<file path="src/rtl/edge_detect_bank.sv">
// Multi-channel input conditioner: per-channel synchroniser, debouncer and
// edge/auto-repeat pulse generator for buttons and switches.
module edge_detect_bank #(
  parameter int WIDTH           = 4,
  parameter int SYNC_STAGES     = 2,
  parameter int DEBOUNCE_CYCLES = 16,
  parameter int REPEAT_DELAY    = 0,
  parameter int REPEAT_PERIOD   = 8
) (
  input  logic                 clk,
  input  logic                 rst,
  input  logic [WIDTH-1:0]     in,
  input  logic [2*WIDTH-1:0]   mode,
  output logic [WIDTH-1:0]     level,
  output logic [WIDTH-1:0]     pulse
);

  localparam int CW   = $clog2(DEBOUNCE_CYCLES + 1);
  localparam int RMAX = (REPEAT_DELAY > REPEAT_PERIOD) ? REPEAT_DELAY : REPEAT_PERIOD;
  localparam int RW   = $clog2(RMAX + 1);
  localparam bit REP_EN = (REPEAT_DELAY > 0);

  localparam logic [CW-1:0] DB_LAST = CW'(DEBOUNCE_CYCLES - 1);
  localparam logic [RW-1:0] RD_LAST = RW'((REPEAT_DELAY > 0) ? (REPEAT_DELAY - 1) : 0);
  localparam logic [RW-1:0] RP_LAST = RW'(REPEAT_PERIOD - 1);

  logic [WIDTH-1:0] sync_s;

  generate
    if (SYNC_STAGES == 0) begin : g_nosync
      assign sync_s = in;
    end else begin : g_sync
      logic [WIDTH-1:0] sync_r [SYNC_STAGES];

      // Shift the raw inputs through the synchroniser chain
      always_ff @(posedge clk) begin
        if (rst) begin
          for (int k = 0; k < SYNC_STAGES; k++) begin
            sync_r[k] <= {WIDTH{1'b0}};
          end
        end else begin
          sync_r[0] <= in;
          for (int k = 1; k < SYNC_STAGES; k++) begin
            sync_r[k] <= sync_r[k-1];
          end
        end
      end

      assign sync_s = sync_r[SYNC_STAGES-1];
    end
  endgenerate

  generate
    for (genvar i = 0; i < WIDTH; i++) begin : g_ch
      logic [CW-1:0] cnt_r, cnt_nxt_s;
      logic          level_r, level_nxt_s;
      logic          pulse_r, pulse_nxt_s;
      logic          rise_s, fall_s;
      logic          rise_en_s, fall_en_s;
      logic          rep_act_r, rep_act_nxt_s;
      logic          rep_first_r, rep_first_nxt_s;
      logic [RW-1:0] rep_cnt_r, rep_cnt_nxt_s;
      logic          rep_hit_s;

      assign rise_en_s = mode[2*i];
      assign fall_en_s = mode[2*i+1];

      // Debounce: accept a new level only after it persists DEBOUNCE_CYCLES edges
      always_comb begin
        cnt_nxt_s   = cnt_r;
        level_nxt_s = level_r;
        rise_s      = 1'b0;
        fall_s      = 1'b0;
        if (sync_s[i] != level_r) begin
          if (cnt_r == DB_LAST) begin
            level_nxt_s = sync_s[i];
            cnt_nxt_s   = {CW{1'b0}};
            rise_s      = sync_s[i];
            fall_s      = ~sync_s[i];
          end else begin
            cnt_nxt_s = cnt_r + CW'(1);
          end
        end else begin
          cnt_nxt_s = {CW{1'b0}};
        end
      end

      // Auto-repeat timer: armed by a rise pulse, first slot after the delay, then periodic
      always_comb begin
        rep_act_nxt_s   = rep_act_r;
        rep_first_nxt_s = rep_first_r;
        rep_cnt_nxt_s   = rep_cnt_r;
        rep_hit_s       = 1'b0;
        if (!REP_EN || !rise_en_s || fall_s) begin
          rep_act_nxt_s   = 1'b0;
          rep_first_nxt_s = 1'b1;
          rep_cnt_nxt_s   = {RW{1'b0}};
        end else if (rise_s) begin
          rep_act_nxt_s   = 1'b1;
          rep_first_nxt_s = 1'b1;
          rep_cnt_nxt_s   = {RW{1'b0}};
        end else if (rep_act_r && level_r) begin
          if (rep_cnt_r == (rep_first_r ? RD_LAST : RP_LAST)) begin
            rep_hit_s       = 1'b1;
            rep_first_nxt_s = 1'b0;
            rep_cnt_nxt_s   = {RW{1'b0}};
          end else begin
            rep_cnt_nxt_s = rep_cnt_r + RW'(1);
          end
        end else begin
          rep_act_nxt_s   = 1'b0;
          rep_first_nxt_s = 1'b1;
          rep_cnt_nxt_s   = {RW{1'b0}};
        end
      end

      // Pulse on the edge where the new level is registered; a fall suppresses repeats
      always_comb begin
        pulse_nxt_s = (rise_s & rise_en_s) | (fall_s & fall_en_s) | rep_hit_s;
      end

      // Per-channel state registers
      always_ff @(posedge clk) begin
        if (rst) begin
          cnt_r       <= {CW{1'b0}};
          level_r     <= 1'b0;
          pulse_r     <= 1'b0;
          rep_act_r   <= 1'b0;
          rep_first_r <= 1'b1;
          rep_cnt_r   <= {RW{1'b0}};
        end else begin
          cnt_r       <= cnt_nxt_s;
          level_r     <= level_nxt_s;
          pulse_r     <= pulse_nxt_s;
          rep_act_r   <= rep_act_nxt_s;
          rep_first_r <= rep_first_nxt_s;
          rep_cnt_r   <= rep_cnt_nxt_s;
        end
      end

      assign level[i] = level_r;
      assign pulse[i] = pulse_r;
    end
  endgenerate

endmodule

</file>
<file path="config.mk">
export PLATFORM = sky130hd
export DESIGN_NAME = edge_detect_bank
export DESIGN_NICKNAME = d
export VERILOG_FILES = /design/src/rtl/edge_detect_bank.sv
export SDC_FILE = /design/constraint.sdc
export NUM_CORES = 1
export LEC_CHECK = 0
export ABC_AREA = 1
export CAP_MARGIN = 20
export CORE_UTILIZATION = 50
export CTS_CLUSTER_DIAMETER = 50
export CTS_CLUSTER_SIZE = 12
export DETAILED_ROUTE_END_ITERATION = 6
export PLACE_DENSITY = 0.74
export REMOVE_ABC_BUFFERS = 1
export SETUP_SLACK_MARGIN = 0.1
export SYNTH_ARGS = -nofsm -noshare
export SYNTH_HDL_FRONTEND = slang
export SYNTH_SLANG_ARGS = --single-unit
</file>
<file path="constraint.sdc">
create_clock -name clk -period 1.35 [get_ports clk]
set_input_delay 0.27 -clock clk [delete_from_list [all_inputs] [get_ports clk]]
set_output_delay 0.27 -clock clk [all_outputs]
set_load 0.1 [all_outputs]
</file>
== Yosys cells after proc, flatten, opt, wreduce, memory -nomap -nowiden ==
Memory sizes are Yosys's and may differ from the RTL's.
Index checks and enable logic that the tools add are counted.

* Memories kept: 1
* Register bits after elaboration: 28
* Memory bits (writable): 8
* Bits of input ports: 14

* Equality and inequality tests: 8
* Reduce and logical (&&, ||, !) cells: 8
* Bitwise logic cells: 22
* Mux-type cells: 21
* $add $sub $neg: 4

{| class="wikitable"
|+ Memories
! name !! depth !! width !! read ports !! clocked after Yosys merged registers in !! write ports !! RTL line !! text
|-
| g_sync.sync_r || 2 || 4 || 2 || 0 || 2 || 33 || <nowiki>logic [WIDTH-1:0] sync_r [SYNC_STAGES];</nowiki>
|}

{| class="wikitable"
|+ Operators with widths
! kind !! count
|-
| 5-bit by 1-bit adder with 5-bit output (second input constant) || 4
|-
| 5-bit by 4-bit == test with 1-bit output (second input constant) || 4
|-
| 1-bit two-way mux || 19
|-
| 3-bit OR reduction || 4
|-
| 1-bit bitwise AND || 8
|-
| 4-bit two-way mux || 2
|-
| 1-bit inverter || 8
|-
| 2-bit AND reduction || 4
|-
| 1-bit bitwise OR || 6
|-
| 1-bit != test || 4
|}

== Logic depth before layout (Yosys ltp) ==
Gate-level depths: netlist (run 1).
An unclocked memory read counts as a cell.

* Depth after elaboration: 6
* Gate-level depth with buffers: 7

== Worst setup path after synthesis (run 1) ==
Ideal clock, no wire load.

* Path type: register -> register
* Start point: register g_ch[1].cnt_r[0]
* End point: register g_ch[1].cnt_r[0]
* Data required time: 1.232 ns
* Arrival time: 1.086 ns
* Cell stages (with the launch flop): 8
* Library setup time: 0.118 ns
* Path slack: 0.145 ns
* Path through: dfxtp_1 > ha_1 > nand2_1 > nor2_1 > ha_1 > inv_1 > nand4_1 > nor2_1

* Word-level cells in the longest chain between the ends: 2

{| class="wikitable"
|+ Ends and longest elaborated chain
! item !! RTL line !! text
|-
| from (decl) || 55 || <nowiki>logic [CW-1:0] cnt_r, cnt_nxt_s;</nowiki>
|-
| from (signal assigned) || 125 || <nowiki>cnt_r <= {CW{1'b0}};</nowiki>
|-
| from (signal assigned) || 132 || <nowiki>cnt_r <= cnt_nxt_s;</nowiki>
|-
| branches (longest 2 deep; another with 5-bit by 1-bit adder with 5-bit output) || - ||
|}

Parallel ways; which one is timed is not known.
A chain may end at the register's enable or synchronous reset.

== Worst setup path in the final report (run 1) ==
* Start point: register g_ch[1].cnt_r[0]
* End point: register g_ch[1].cnt_r[4]

The elaborated chain is that of the path after synthesis.

==> results of run 1 <==
[registers in the layout, indices dropped and copies added (netlist names)]
signal / cells
g_ch.pulse_r: 4
g_ch.cnt_r: 20
g_sync.sync_r: 8
g_ch.level_r: 4
[critical path, stage by stage (launching register included)]
cell     delay (ns)
dfxtp_2        0.37
ha_4           0.14
nand2_1        0.05
nor2_1         0.09
ha_2           0.22
inv_2          0.04
nand4_1        0.16
nor2_1         0.08
[metrics by stage]
step                worst slack, ns  utilization, %  TNS (ns)  hold slack (ns)  instances
floorplan                    -0.182               -     -3.26            0.341        177
global placement             0.0609            63.7         0            0.392        234
detailed placement          -0.0502            63.7    -0.288            0.398        234
CTS                           0.102            70.0         0            0.413        248
global route                 0.0180            73.1         0            0.430        252
finish                       0.0981            73.1         0            0.408        252
[cells by family after synthesis]
family,after synthesis
AOI/OAI and AO/OA,8
xor gates and xnor gates,4
adders and majority gates,8
buffers and inverters,43
DFF,36
and+or+nand+nor,88
[final cells by class]
class	count	area, sq um	share of cell area (%)
Clock buffer	8	58.8	2.87
Inverter	33	129	6.28
Multi-Input combinational cell	108	683	33.3
Sequential cell	36	736	35.9
Tap cell	31	38.8	1.89
Timing Repair Buffer	36	407	19.8
[per-layer routing]
layer	wire (um)	global-route usage, %	vias to the layer above	part of all wire, %
li1	-	-	631	-
met1	1240	21.2	548	43
met2	1500	32.4	23	52
met3	102	4.76	5	3.5
met4	40	11.5	0	1.4
met5	0	0	-	0
[worst paths after layout]
kind	start	to	slack, ns	depth (start not counted)
worst max-delay path	g_ch[1].cnt_r[0]$_SDFF_PP0_	g_ch[1].cnt_r[4]$_SDFF_PP0_	0.1	7
worst min-delay path	g_sync.sync_r[0][0]$_SDFF_PP0_	g_sync.sync_r[0][4]$_SDFF_PP0_	0.41	2
worst max register to register	g_ch[1].cnt_r[0]$_SDFF_PP0_	g_ch[1].cnt_r[4]$_SDFF_PP0_	0.1	7
worst min register to register	g_sync.sync_r[0][0]$_SDFF_PP0_	g_sync.sync_r[0][4]$_SDFF_PP0_	0.41	2
[report_power, final]
group | internal (W) | total, W | switching [W]
sequential | 0.00108 | 0.00109 | 0.00000894
combinational | 0.0000567 | 0.000101 | 0.0000440
clock | 0.000257 | 0.000598 | 0.000341
total | 0.00139 | 0.00178 | 0.000394
[layout by cell type, fill, tap and decap left out, drive strengths merged, types with 8 or more instances in the layout]
| cell type | count |
|---|---|
| clkbuf | 8 |
| nor2 | 36 |
| nand2 | 36 |
| nand3 | 8 |
| buf | 23 |
| nand4 | 8 |
| clkdlybuf4s50 | 13 |
| inv | 33 |
| ha | 8 |
| dfxtp | 36 |
[repair_timing]
| action | 4_1_cts | 5_1_grt |
|---|---|---|
| gates resized for setup | 26 | 13 |
| hold endpoints to repair | 0 | 0 |
| setup buffers | 6 | 4 |
| setup endpoints to repair | 25 | 26 |
| cloned | 0 | 0 |
| pin swaps | 15 | 17 |
[synthesized netlist by cell type]
cell type and n:
nand4_4 2, nand4_1 6, o21ai_0 4, nor2_2 2, buf_12 1, dfxtp_1 36
nand2_1 36, inv_1 32, ha_1 8, nor2_1 34, a21oi_1 4, xnor2_1 4
inv_6 1, nand3_1 8, buf_4 8, buf_6 1
==> metrics.cfg, run 1 <==
[outcome]
status=complete, no violations

[critical_path]
critPathKind=register to register
cp-start-kind=register
cp.required_ns=1.58
end_kind=register
arrival_ns=1.49
cp_max_fo=5

[logic_synthesis]
avgSynthCellArea_sq_um=8.08
synth_compound_area_share_pct=2.65
synth-simple-area-share_pct=26.2
synth_top_family_by_area=simple AND/OR/NAND/NOR gates
synth_seq_area_share_pct=47.7
ys_types=16
synth_top_cell_area_share_pct=47.7
synth-xor-area-share_pct=2.32
synth_area_sq_um=1510
netlist_instances=187
yosys_register_bits=36
synthAdderAreaFrac_pct=6.62
yosys.area.top_type=dfxtp_1
ys_warn_count=0
muxShareOfSynthArea_pct=0
synth_area_leaders=dfxtp_1, nand2_1, nor2_1, inv_1, ha_1

[timing]
setup-violations-final=0
slew_viol_final=0
maxSlewHeadroom_pct=85.4
max_freq_ghz=0.799
rsz0062_at_grt=yes
skew_ns=0.00540
tightest_slew_ns=0.216
min_period_over_period_pct=92.7
layout_min_cycle_time_ns=1.25
final_hold_viol_count=0

[routing]
ant_nets=0
first_pass_iters=4
routed_via_density=4.79
drc=0
wl_per_cell_um=11.4
routed_wl_mm=2.89
drt_iter0_drc=14
via_count=1207

[clock_network]
cts_root_buffer=clkbuf_4
clock_path_buffers=2
holdBufCountCts=0
clk_pin_slew_ns=0.10
htreeDepth=2
cts_buffers=5
clock_latency_ns=0.34
tritoncts=yes
clock_sinks=36

[global_route]
grt_overflow=0
grt_usage_pct=18.9
grt_max_degree=13
grt_pass1_wl_mm=4.65
antenna_found_initial=0
grt_pass1_vias=1162

[worst_hold_path]
hp-class=register to register

[final_layout]
fill_cells=212
finalInstanceArea_sq_um=2050
final_nets=242
drive_gt1_share_pct=28.5
diodes=0
syn2layout_area_growth_pct=35.8

[placed_design]
placed_area_sq_um=1790
hpwl_mm=1.90
gp_congestion=0.684
portBuffers=21

[flow_run]
drv_cap=0

[pwr]
ir_drop_v=0.000786
leakage_nw=0.816
powerDensity_nw_per_um2=869
finalPower_w=0.00178

[floorplanning]
ioPinCount=22
die_area_sq_um=3250
core_region_area_sq_um=2810
initial_utilization_pct=53.9
fp.dieH_um=57.0
die_w_um=57.0
row_count=19

No activity file was read; power rests on OpenSTA's default activity.
==> run 2: changes to the inputs <==
--- a/config.mk
+++ b/config.mk
@@ -5,13 +5,15 @@
 export SDC_FILE = /design/constraint.sdc
 export NUM_CORES = 1
 export LEC_CHECK = 0
-export ABC_AREA = 1
+export ABC_AREA = 0
 export CAP_MARGIN = 20
+export CORE_ASPECT_RATIO = 0.7
 export CORE_UTILIZATION = 50
 export CTS_CLUSTER_DIAMETER = 50
 export CTS_CLUSTER_SIZE = 12
 export DETAILED_ROUTE_END_ITERATION = 6
-export PLACE_DENSITY = 0.74
+export PLACE_DENSITY = 0.75
+export RECOVER_POWER = 25
 export REMOVE_ABC_BUFFERS = 1
 export SETUP_SLACK_MARGIN = 0.1
 export SYNTH_ARGS = -nofsm -noshare
==> run 2 against run 1 <==
The run now ends with setup timing left. Largest power group is now clock. Routed wire length increased by 35%. Final cell count decreased by 15%. Highest routed layer unchanged. Clock-buffer cell count decreased by 3. Critical endpoint is now g_ch[0].cnt_r[1]$_SDFF_PP0_. Largest cell class is now multi-input combinational cells. Flip-flop and latch count unchanged.
==> metrics.cfg, run 2 <==
[outcome]
status=finished, violations left  ; was complete, no violations
violations=setup timing

[timing]
max_freq_ghz=0.685  ; was 0.799 GHz
final_hold_viol_count=0  ; unchanged
worst_hold_slack_ns=0.444  ; was 0.408 ns
setup-violations-final=21  ; was 0
setup_ws_ns=-0.109  ; was 0.0981 ns
maxSlewHeadroom_pct=80.9  ; was 85.4%
tightest_slew_ns=0.284  ; was 0.216 ns
min_period_over_period_pct=108  ; was 92.7%
layout_min_cycle_time_ns=1.46  ; was 1.25 ns
skew_ns=0.00733  ; was 0.00540 ns
slew_viol_final=0  ; unchanged
rsz0062_at_grt=yes  ; unchanged

[floorplanning]
fp.dieH_um=46.2  ; was 57.0 um
die_w_um=65.1  ; was 57.0 um
initial_utilization_pct=54.6  ; was 53.9%
core_region_area_sq_um=2550  ; was 2810 sq um
die_area_sq_um=3010  ; was 3250 sq um
ioPinCount=22  ; unchanged
row_count=15  ; was 19

[clock_network]
clock_latency_ns=0.29  ; was 0.34 ns
tritoncts=yes  ; unchanged
cts_buffers=5  ; unchanged
clk_pin_slew_ns=0.08  ; was 0.10 ns
cts_root_buffer=clkbuf_8  ; was clkbuf_4
holdBufCountCts=0  ; unchanged
htreeDepth=2  ; unchanged
clock_sinks=36  ; unchanged
clock_path_buffers=2  ; unchanged

[logic_synthesis]
yosysMostFrequentCell=dfxtp_1
synth_async_sr_flop_share_pct=0  ; unchanged
avgSynthCellArea_sq_um=10.1  ; was 8.08 sq um
ys_types=17  ; was 16
yosys.area.top_type=dfxtp_1  ; unchanged
synth_edf_count=0  ; unchanged
synth-main-ff-cell=dfxtp_1  ; unchanged
synth_seq_area_share_pct=51.7  ; was 47.7%
yosys_register_bits=36  ; unchanged
synth_area_sq_um=1390  ; was 1510 sq um
synth_area_leaders=dfxtp_1, ha_1, nor2_1, xnor2_1, buf_4  ; was dfxtp_1, nand2_1, nor2_1, inv_1, ha_1
netlist_instances=138  ; was 187
synth_top_cell_area_share_pct=51.7  ; was 47.7%
ys_top_cells_by_count=dfxtp_1, nor2_1  ; was dfxtp_1, nand2_1, nor2_1
ys_warn_count=0  ; unchanged

[pwr]
powerDensity_nw_per_um2=1150  ; was 869 nW/um^2
ir_drop_v=0.000962  ; was 0.000786 V
leakage_nw=0.818  ; was 0.816 nW

[worst_hold_path]
hp-class=register to register  ; unchanged

[critical_path]
critPathTopFamily=simple AND/OR/NAND/NOR gates  ; unchanged
crit_slowest_cell=or3_4  ; was dfxtp_2
cp-start-kind=register  ; unchanged
crit_chain=ha_4 -> and3_4 -> ha_4 -> or3_4 -> nor2_2  ; was ha_4 -> nand2_1 -> nor2_1 -> ha_2 -> inv_2 -> nand4_1 -> nor2_1
arrival_ns=1.67  ; was 1.49 ns
cp_max_fo=5  ; unchanged
critPathKind=register to register  ; unchanged
end_kind=register  ; unchanged
cpPeakStageDelay_ns=0.43  ; was 0.37 ns
cp.required_ns=1.57  ; was 1.58 ns
worst-path-buf-inv=0  ; was 1
crit_path_frequent_cell=ha_4  ; was nor2_1

[placed_design]
portBuffers=21  ; unchanged
gp_congestion=0.791  ; was 0.684
placed_area_sq_um=1770  ; was 1790 sq um
hpwl_mm=1.76  ; was 1.90 mm
dp_cells=198  ; was 234

[final_layout]
layout_commonest_cell=dfxtp_1  ; was nand2_1
finalInstanceArea_sq_um=2190  ; was 2050 sq um
reg.largest.list=g_ch.cnt_r (20), g_sync.sync_r (8)  ; unchanged
final_cell_count_no_fill=213  ; was 252
largest_register=g_ch.cnt_r  ; unchanged
largest_reg_flops=20  ; unchanged
fill_cells=123  ; was 212
final_cell_mix=dfxtp_1, buf_4, nor2_2, clkdlybuf4s50_1, dfxtp_2  ; was nand2_1, nor2_1, inv_1
syn2layout_area_growth_pct=57.0  ; was 35.8%
diodes=0  ; unchanged
final_nets=200  ; was 242
drive_gt1_share_pct=45.8  ; was 28.5%

[global_route]
grt_pass1_wl_mm=5.00  ; was 4.65 mm
grt_pass1_vias=1090  ; was 1162
grt_max_degree=13  ; unchanged
grt_usage_pct=24.6  ; was 18.9%
antenna_found_initial=0  ; unchanged
grt_overflow=0  ; unchanged

[routing]
drc=0  ; unchanged
via_count=1101  ; was 1207
routed_via_density=5.17  ; was 4.79
wl_per_cell_um=18.3  ; was 11.4 um
ant_nets=0  ; unchanged
first_pass_iters=4  ; unchanged
drt_iter0_drc=32  ; was 14
routed_wl_mm=3.89  ; was 2.89 mm

[flow_run]
drv_cap=0  ; unchanged

==> run 2: changes by cell type in the layout (fill, tap and decap cells not counted), moves of 5 or more <==
| cell | delta |
|---|---|
| nand2_1 | -31 |
| nor2_1 | -22 |
| inv_1 | -20 |
| nor2_2 | +8 |
| nor2b_1 | +8 |
| nand4_1 | -6 |
| clkbuf_4 | -5 |
==> run 2: worst paths after layout <==
path / start / endpoint / slack, ns / depth (start not counted)
setup / recovery: g_ch[0].cnt_r[0]$_SDFF_PP0_ / g_ch[0].cnt_r[1]$_SDFF_PP0_ / -0.11 / 5
setup reg to reg: g_ch[0].cnt_r[0]$_SDFF_PP0_ / g_ch[0].cnt_r[1]$_SDFF_PP0_ / -0.11 / 5
hold reg to reg: g_sync.sync_r[0][0]$_SDFF_PP0_ / g_sync.sync_r[0][4]$_SDFF_PP0_ / 0.44 / 1
hold / removal: g_sync.sync_r[0][0]$_SDFF_PP0_ / g_sync.sync_r[0][4]$_SDFF_PP0_ / 0.44 / 1
==> run 2: worst register-to-register path: stages (launching register included) <==
cell and delay, ns:
dfxtp_2 0.34, ha_4 0.16, and3_4 0.17, ha_4 0.16
or3_4 0.43, nor2_2 0.13
==> run 2: stage by stage <==
step                setup TNS [ns]  util [%]  power (W)  worst slack (ns)
floorplan                    -6.45         -    0.00113            -0.307
global placement             -1.32      69.4    0.00120           -0.0883
detailed placement           -2.19      69.4    0.00120            -0.143
CTS                         -0.214      81.9    0.00251           -0.0400
global route                 -1.71      85.7    0.00259            -0.127
finish                       -1.10      85.7    0.00252            -0.109
==> run 2: repair_timing <==
item,in CTS,in global routing
gates resized for setup,34,21
setup buffers,3,5
pin swaps,24,7
setup endpoints to repair,30,28
==> run 2: power by group <==
part / total (W) / switching [W] / internal [W] / leakage [nW]
clock: 0.00133 / 0.000406 / 0.000924 / 0.0784
combinational: 0.000105 / 0.0000394 / 0.0000656 / 0.441
sequential: 0.00109 / 0.0000122 / 0.00108 / 0.298
total: 0.00252 / 0.000457 / 0.00207 / 0.818
==> run 2: kinds of logic (layout without fill, tap and decap cells) <==
| kind of cell | Yosys count | in the layout | synth area share (%) |
|---|---|---|---|
| compound gates | 4 | 4 | 1.44 |
| xor+xnor | 12 | 12 | 7.54 |
| fa+ha+maj | 8 | 8 | 7.18 |
| buf+inv | 18 | 59 | 7.00 |
| flops | 36 | 36 | 51.7 |
| mux | 4 | 4 | 2.87 |
| simple gates | 56 | 56 | 22.3 |
==> run 2: metal layers <==
metal | GRT usage, % | wire, um
met2 | 43.5 | 2020
met3 | 9.65 | 221
met5 | 0 | 0
met4 | 13.9 | 71
met1 | 25.8 | 1580
==> run 2: layout make-up <==
cell class | instances | area [sq um] | area share (%)
Multi-Input combinational cell | 84 | 751 | 34.3
Timing Repair Buffer | 43 | 470 | 21.5
Clock inverter | 3 | 90.1 | 4.12
Tap cell | 34 | 42.5 | 1.94
Inverter | 8 | 30.0 | 1.37
Sequential cell | 36 | 736 | 33.6
Clock buffer | 5 | 68.8 | 3.14
==> run 3: changes to the inputs <==
--- a/config.mk
+++ b/config.mk
@@ -15,7 +15,8 @@
 export PLACE_DENSITY = 0.75
 export RECOVER_POWER = 25
 export REMOVE_ABC_BUFFERS = 1
-export SETUP_SLACK_MARGIN = 0.1
+export SETUP_SLACK_MARGIN = 0.02
+export SKIP_CTS_REPAIR_TIMING = 1
 export SYNTH_ARGS = -nofsm -noshare
 export SYNTH_HDL_FRONTEND = slang
 export SYNTH_SLANG_ARGS = --single-unit
==> run 3 against run 2 <==
The flow still finishes with violations (setup timing). Fmax fell by 0.78%. Sequential power hardly changed. Critical path type unchanged. Die area did not move. Final area shrank 3.0%. Clock skew decreased by 0.0043 ns. Clock power about the same. Routed wire length is 14% lower. Sequential share of layout area is 0.79 points higher. Via count fell by 4.4%. Setup slack worse by 0.011 ns. Utilization down 2.5 points.
==> metrics.cfg, run 3 (synthesis gave the netlist of run 2 again) <==
[timing]
worst_hold_slack_ns=0.449  ; was 0.444 ns
fin_tns_setup_ns=-1.07  ; was -1.10 ns
min_period_over_period_pct=109  ; was 108%
setup_ws_ns=-0.120  ; was -0.109 ns
rsz0062_at_grt=yes  ; unchanged
maxSlewHeadroom_pct=77.8  ; was 80.9%
skew_ns=0.00304  ; was 0.00733 ns
slew_viol_final=0  ; unchanged
tightest_slew_ns=0.332  ; was 0.284 ns
max_freq_ghz=0.680  ; was 0.685 GHz
layout_min_cycle_time_ns=1.47  ; was 1.46 ns
setup-violations-final=21  ; unchanged
final_hold_viol_count=0  ; unchanged

[floorplanning]
fp.dieH_um=46.2  ; unchanged
ioPinCount=22  ; unchanged
row_count=15  ; unchanged
die_area_sq_um=3010  ; unchanged
die_w_um=65.1  ; unchanged
initial_utilization_pct=54.6  ; unchanged
core_region_area_sq_um=2550  ; unchanged

[worst_hold_path]
hp-class=register to register  ; unchanged
min_from=g_sync.sync_r[0][0]$_SDFF_PP0_  ; unchanged

[global_route]
grt_pass1_wl_mm=4.33  ; was 5.00 mm
grt_overflow=0  ; unchanged
grt_pass1_vias=1004  ; was 1090
antenna_found_initial=0  ; unchanged
grt_usage_pct=21.0  ; was 24.6%
grt_max_degree=13  ; unchanged

[placed_design]
gp_congestion=0.791  ; unchanged
hpwl_mm=1.76  ; unchanged
dp_cells=198  ; unchanged
portBuffers=21  ; unchanged

[critical_path]
r2r_slack_ns=-0.12  ; was -0.11 ns
cp-start-kind=register  ; unchanged
cp.required_ns=1.56  ; was 1.57 ns
cp_max_fo=5  ; unchanged
ff2ff_path_depth=5  ; unchanged
arrival_ns=1.68  ; was 1.67 ns
rr_startpoint=g_ch[3].cnt_r[1]$_SDFF_PP0_  ; was g_ch[0].cnt_r[0]$_SDFF_PP0_
end_kind=register  ; unchanged
critPathKind=register to register  ; unchanged
startpoint=g_ch[3].cnt_r[1]$_SDFF_PP0_  ; was g_ch[0].cnt_r[0]$_SDFF_PP0_
critical_path.endpoint=g_ch[3].cnt_r[1]$_SDFF_PP0_  ; was g_ch[0].cnt_r[1]$_SDFF_PP0_
regToRegEndpoint=g_ch[3].cnt_r[1]$_SDFF_PP0_  ; was g_ch[0].cnt_r[1]$_SDFF_PP0_

[flow_run]
drv_cap=0  ; unchanged

[routing]
drc=0  ; unchanged
wl_per_cell_um=16.1  ; was 18.3 um
routed_wl_mm=3.34  ; was 3.89 mm
drt_iter0_drc=26  ; was 32
first_pass_iters=4  ; unchanged
ant_nets=0  ; unchanged
via_count=1053  ; was 1101
routed_via_density=5.09  ; was 5.17

[clock_network]
cts_root_buffer=clkbuf_8  ; unchanged
cts_buffers=5  ; unchanged
clock_sinks=36  ; unchanged
tritoncts=yes  ; unchanged
clock_latency_ns=0.29  ; about the same
clock_path_buffers=2  ; unchanged
clk_pin_slew_ns=0.07  ; was 0.08 ns
htreeDepth=2  ; unchanged

[final_layout]
final_nets=194  ; was 200
largest_register=g_ch.cnt_r  ; unchanged
diodes=0  ; unchanged
final_cell_count_no_fill=207  ; was 213
final_cell_mix=dfxtp_1, buf_4, nor2_2, clkdlybuf4s50_1, nor2_1  ; was dfxtp_1, buf_4, nor2_2, clkdlybuf4s50_1, dfxtp_2
largest_reg_flops=20  ; unchanged
reg.largest.list=g_ch.cnt_r (20), g_sync.sync_r (8)  ; unchanged
syn2layout_area_growth_pct=52.3  ; was 57.0%
final_util_pct=83.2  ; was 85.7%
layout_commonest_cell=dfxtp_1  ; unchanged
drive_gt1_share_pct=41.6  ; was 45.8%
fill_cells=145  ; was 123

[pwr]
leakage_nw=0.782  ; was 0.818 nW
ir_drop_v=0.00106  ; was 0.000962 V
powerDensity_nw_per_um2=1190  ; was 1150 nW/um^2

[outcome]
status=finished, violations left  ; unchanged
violations=setup timing  ; unchanged

run 3: stage by stage:
stage          area (sq um)  power (W)  setup slack [ns]
3_5_place_dp           1770    0.00120            -0.143
4_1_cts                1930    0.00251            -0.162
5_1_grt                2120    0.00259            -0.143
2_1_floorplan          1330    0.00113            -0.307
6_report               2120    0.00252            -0.120
3_3_place_gp           1770    0.00120           -0.0883
run 3: power by group:
| part | leakage (nW) | internal (W) | total (W) | switching, W |
|---|---|---|---|---|
| Combinational | 0.407 | 0.0000648 | 0.000102 | 0.0000368 |
| Clock | 0.0784 | 0.000924 | 0.00133 | 0.000403 |
| Sequential | 0.296 | 0.00108 | 0.00109 | 0.0000119 |
| Total | 0.782 | 0.00207 | 0.00252 | 0.000451 |
run 3: worst min path at each step:
stage / to / depth (start not counted)
6_report: g_sync.sync_r[0][4]$_SDFF_PP0_ / 1
5_1_grt: g_sync.sync_r[0][7]$_SDFF_PP0_ / 1
4_1_cts: g_sync.sync_r[0][4]$_SDFF_PP0_ / 1
3_5_place_dp: g_sync.sync_r[0][4]$_SDFF_PP0_ / 1
3_3_place_gp: g_sync.sync_r[0][7]$_SDFF_PP0_ / 1
2_1_floorplan: g_sync.sync_r[0][0]$_SDFF_PP0_ / 1
run 3: worst max-delay path, cell delays in order, from the launching register on:
cell     delay (ns)
dfxtp_2        0.35
ha_4           0.16
and3_4         0.18
ha_4           0.15
or3_4          0.41
nor2_1         0.14
run 3: final cells by class:
| cell class | count | area [sq um] | area share [%] |
|---|---|---|---|
| clock buffer | 5 | 68.8 | 3.24 |
| clock inverter | 3 | 90.1 | 4.24 |
| inverter | 8 | 30.0 | 1.41 |
| multi-input combinational | 84 | 747 | 35.2 |
| sequential | 36 | 731 | 34.4 |
| tap | 34 | 42.5 | 2.00 |
| timing repair buffer | 37 | 414 | 19.5 |
run 3: per-layer routing:
layer  GRT usage, %  share of wire (%)  up-vias  wire, um
li1               -                  -      504         -
met1           21.8                 41      500      1380
met2           35.6                 50       38      1680
met3           9.65                5.7       11       191
met4           13.0                2.8        0        95
met5              0                  0        -         0
